**config.mk**
```make
export PLATFORM = sky130hd
export DESIGN_NAME = alu_op_sequencer
export DESIGN_NICKNAME = d
export VERILOG_FILES = /design/src/rtl/alu_op_sequencer.sv
export SDC_FILE = /design/constraint.sdc
export NUM_CORES = 1
export LEC_CHECK = 0
export ABC_AREA = 1
export CORE_MARGIN = 2
export CORE_UTILIZATION = 36
export CTS_CLUSTER_DIAMETER = 150
export DETAILED_ROUTE_END_ITERATION = 16
export SETUP_SLACK_MARGIN = 0.4
export SYNTH_ARGS = -nofsm -noshare
export SYNTH_HDL_FRONTEND = slang
export SYNTH_SLANG_ARGS = --single-unit
```
**constraint.sdc**
```tcl
create_clock -name clk_i -period 1.91 [get_ports clk_i]
set_input_delay 0.4775 -clock clk_i [delete_from_list [all_inputs] [get_ports clk_i]]
set_output_delay 0.4775 -clock clk_i [all_outputs]
set_load 0.1 [all_outputs]
```
**src/rtl/alu_op_sequencer.sv**
```systemverilog
// Folds little-endian 32-bit words from the RX byte stream through a shared add/mul unit
// and reports the final accumulator with a one-cycle done pulse.
module alu_op_sequencer #(
  parameter int datawidth_p = 8,
  parameter int hdr_bytes_p = 4
) (
  input  logic                   clk_i,
  input  logic                   rst_ni,
  input  logic                   start_add_i,
  input  logic                   start_mul_i,
  input  logic [15:0]            len_i,
  input  logic [datawidth_p-1:0] rx_data_i,
  input  logic                   rx_valid_i,
  output logic                   rx_ready_o,
  output logic [31:0]            op_a_o,
  output logic [31:0]            op_b_o,
  output logic                   op_mul_o,
  output logic                   op_valid_o,
  input  logic                   op_ready_i,
  input  logic [31:0]            op_result_i,
  input  logic                   op_result_valid_i,
  output logic [31:0]            result_o,
  output logic                   done_o,
  output logic                   busy_o
);

  localparam logic [2:0] StIdle    = 3'd0;
  localparam logic [2:0] StGather  = 3'd1;
  localparam logic [2:0] StIssue   = 3'd2;
  localparam logic [2:0] StWaitRes = 3'd3;
  localparam logic [2:0] StDone    = 3'd4;

  logic [2:0]  r_state;
  logic        r_opMul;
  logic        r_first;
  logic        r_done;
  logic [1:0]  r_byteCnt;
  logic [13:0] r_remaining;
  logic [31:0] r_word;
  logic [31:0] r_acc;
  logic [31:0] r_result;

  logic        w_start;
  logic [15:0] w_payloadLen;
  logic [13:0] w_numOps;
  logic [13:0] w_remDec;
  logic [31:0] w_fullWord;

  // A start is only honoured once the previous done pulse has gone, so busy_o never drops early.
  assign w_start      = (r_state == StIdle) && !r_done && (start_add_i || start_mul_i);
  assign w_payloadLen = len_i - 16'(hdr_bytes_p);
  assign w_numOps     = (len_i < 16'(hdr_bytes_p + 4)) ? '0 : w_payloadLen[15:2];
  assign w_remDec     = r_remaining - 14'd1;
  assign w_fullWord   = {rx_data_i, r_word[23:0]};

  always_ff @(posedge clk_i or negedge rst_ni) begin
    if (!rst_ni) begin
      r_state     <= StIdle;
      r_opMul     <= 1'b0;
      r_first     <= 1'b0;
      r_done      <= 1'b0;
      r_byteCnt   <= 2'd0;
      r_remaining <= '0;
      r_word      <= '0;
      r_acc       <= '0;
      r_result    <= '0;
    end else begin
      r_done <= 1'b0;
      case (r_state)
        StIdle: begin
          if (w_start) begin
            r_opMul     <= !start_add_i;
            r_remaining <= w_numOps;
            r_first     <= 1'b1;
            r_byteCnt   <= 2'd0;
            if (w_numOps == '0) begin
              r_acc   <= '0;
              r_state <= StDone;
            end else begin
              r_state <= StGather;
            end
          end
        end
        StGather: begin
          if (rx_valid_i) begin
            r_word[{r_byteCnt, 3'b000} +: 8] <= rx_data_i;
            r_byteCnt <= r_byteCnt + 2'd1;
            if (r_byteCnt == 2'd3) begin
              r_remaining <= w_remDec;
              // The first word seeds the accumulator without using the unit.
              if (r_first) begin
                r_acc   <= w_fullWord;
                r_first <= 1'b0;
                if (w_remDec == '0) r_state <= StDone;
              end else begin
                r_state <= StIssue;
              end
            end
          end
        end
        StIssue: begin
          if (op_ready_i) r_state <= StWaitRes;
        end
        StWaitRes: begin
          if (op_result_valid_i) begin
            r_acc   <= op_result_i;
            r_state <= (r_remaining == '0) ? StDone : StGather;
          end
        end
        StDone: begin
          r_result <= r_acc;
          r_done   <= 1'b1;
          r_state  <= StIdle;
        end
        default: r_state <= StIdle;
      endcase
    end
  end

  assign rx_ready_o = (r_state == StGather);
  assign op_valid_o = (r_state == StIssue);
  assign op_a_o     = (r_state == StIssue) ? r_acc : '0;
  assign op_b_o     = (r_state == StIssue) ? r_word : '0;
  assign op_mul_o   = (r_state == StIssue) ? r_opMul : 1'b0;
  assign result_o   = r_result;
  assign done_o     = r_done;
  assign busy_o     = (r_state != StIdle) || r_done;

endmodule

```
==> reports/qor.csv <==
stage,metric,value,unit
place,place_congestion,0.861,
place,dp.cells,1345,
setup_path,worstReg2RegStart,r_state[2],
cells_and_area,final_core_util,0.727,
setup_path,worst_path_max_delay_cell,dfrtp_2,
cells_and_area,multiInputGateArea,0.00414,sq mm
cells_and_area,nets,1290,
drt,ant_nets,0,
timing,relSlewSlack,0.645,
timing,finalCriticalPeriod,2.28,ns
drt,drt-total-wl,24900,microns
status,violations,setup timing,
setup_path,worstPathArrival,1.81,ns
global_route,grt_pass1_vias,7078,
cells_and_area,layout_common_cells,"189 x nand2_1, 120 x buf_12, 114 x dfrtp_1, 107 x inv_1, 105 x buf_4",
logic_synthesis,ys_ff_latch,118,
global_route,grt_usage,0.239,
cells_and_area,stdcell_area,0.0130,sq mm
setup_path,cp_top_family,buffers and inverters,
place,place_area,0.0107,sq mm
setup_path,crit_required,1.43,ns
timing,finalSetupViolCount,150,
cells_and_area,fin_cells,1460,
timing,finalCritPeriodShare,1.20,
setup_path,path_class,reg2out,
setup_path,r2r_setup_slack,-0.33,ns
setup_path,cp-end-kind,primary output,
cells_and_area,final_common_cell,nand2_1,
cts,clk_path_buf_depth,2,
cts,cts_root_buf,clkbuf_16,
pwr,p_leak,5.69,nW
floorplan,rows,49,
drt,dr.first_iter.drc_count,388,
timing,worst_slew_pin_slew,0.531,ns
floorplan,core_area,0.0178,sq mm
cts,cts-buffers-inserted,17,
timing,fmax,438,MHz
logic_synthesis,synth_cell_types,32,
setup_path,start_kind,register,
flow_run,cap_violations,0,
cts,cts_sinks,118,
logic_synthesis,synthesis.instances,904,
cts,worstSkewPairLatency,0.42,ns
global_route,gr-total-overflow,0,
global_route,grt_pass1_wl,36700,microns
timing,whs,0.414,ns
setup_path,path_buf_inv,3,
logic_synthesis,yosys_warnings,0,
timing,grt_setup_unrepaired,true,
timing,fin_setup_tns,-35.74,ns
logic_synthesis,synth_area,0.00652,sq mm
setup_path,path_cells,nor3_4 -> bufinv_16 -> clkbuf_16 -> nor2_4 -> buf_12,
floorplan,die_width,139,microns
setup_path,r2r_end,r_acc[26],
hold_path,hp-class,in2async,
setup_path,critPathMaxFanout,8,
cells_and_area,drive_gt1_frac,0.446,
setup_path,critPathMaxStageDelay,0.44,ns
status,status,"finished, violations left",
drt,drt_pass1_iterations,5,
cells_and_area,seq_area,0.00296,sq mm
cells_and_area,antenna_cells,0,
global_route,grt_max_degree,54,
place,io_buffers,161,
drt,routedWlPerCell,17.0,microns
logic_synthesis,synth_nets,976,
floorplan,initial_core_util,0.366,
pwr,p_per_area,1710,mW/mm^2
timing,slew_violations,0,
timing,setup_slack,-0.373,ns
logic_synthesis,seq_area_frac_synth,0.453,
cells_and_area,syn_to_final_growth,98.9,%
floorplan,ios,164,
logic_synthesis,syn_avg_cell_area,7.21,sq um
cts,cts_tree,done,
cts,htreeDepth,4,
setup_path,reg2reg_depth,12,
global_route,grt_antenna_before_repair,0,
drt,vias,7289,
drt,post-route-drc-count,0,
place,dp_hpwl,15700,microns
cells_and_area,fillCellCount,1251,
floorplan,dieArea,0.0192,sq mm
floorplan,dieHeight,139,microns
cts,clkSlewWorstSetupHoldPaths,0.05,ns
drt,viasPerCell,4.99,
pwr,ir_drop,1230,uV
timing,finalClockSkew,0.00633,ns
timing,finalHoldViolCount,0,
[worst max-delay path by stage]
stage / cells after the start / endpoint / start
after global placement: 12 / r_acc[31] / len_i[2]
final: 5 / op_a_o[7] / r_state[2]
after detailed placement: 15 / r_acc[13] / len_i[2]
after CTS: 5 / op_a_o[3] / r_state[2]
after floorplan: 6 / op_a_o[12] / r_state[1]
after global routing: 5 / op_a_o[23] / r_state[2]
[metal layers]
metal  GRT usage  up-vias  wire (microns)
li1            -     3513               -
met1       0.293     3497            9720
met2       0.424      221           13500
met3      0.0407       58             954
met4      0.0875        0             701
met5           0        -               0
[cells in the mapped netlist (all sizes together)]
library cell / n / area share
clkinv: 3 / 0.0017
clkbuf: 20 / 0.012
o211ai: 3 / 0.0035
xor2: 6 / 0.0081
nand2: 236 / 0.14
a21o: 1 / 0.0012
nand3: 85 / 0.066
buf: 20 / 0.022
nand4: 13 / 0.012
nor2: 121 / 0.076
ha: 9 / 0.017
o31ai: 1 / 0.0012
dfrtp: 118 / 0.45
nor3: 11 / 0.010
o21bai: 3 / 0.0035
or2: 1 / 0.0013
o22ai: 1 / 0.00096
inv: 124 / 0.071
a21oi: 5 / 0.0038
o21ai: 123 / 0.095
[area by class of cell]
type	count	share of cell area
Timing Repair Buffer	328	0.344
Multi-Input combinational cell	625	0.319
Sequential cell	118	0.228
Inverter	127	0.0405
Clock buffer	18	0.0331
Tap cell	229	0.0221
Clock inverter	14	0.0123
Timing Repair inverter	1	0.000675
[state kept, by name, indices dropped and copies added, names as in the netlist]
signal and cells:
r_opMul 1, r_remaining 14, r_byteCnt 2, r_state 3
r_first 1, r_acc 32, result_o 32, r_word 32
done_o 1
[metrics by stage]
stage / setup WS [ns] / total power [mW]
floorplan: -0.918 / 11.3
global placement: -0.753 / 14.8
detailed placement: -0.816 / 14.9
CTS: -0.366 / 20.6
global route: -0.453 / 23.2
finish: -0.373 / 22.2
[power breakdown]
part           leakage [nW]  switching (mW)  internal, mW
clock                 0.285            1.18          2.03
combinational          3.86            8.73          6.06
sequential             1.55           0.718          3.48
total                  5.69            10.6          11.6
[kinds of logic after synthesis]
group | share of synthesized area
simple gates | 0.306
xor+xnor | 0.00806
buf+inv | 0.107
flops | 0.453
compound gates | 0.109
fa+ha+maj | 0.0173
[repair_timing]
action | CTS | global route
setup buffers | 35 | 25
hold buffers | 1 | 0
pin swaps | 35 | 23
setup endpoints to repair | 156 | 196
gates cloned | 9 | 13
resized for setup | 151 | 137
hold endpoints to repair | 2 | 0
Power figures use the tool's default switching activity.
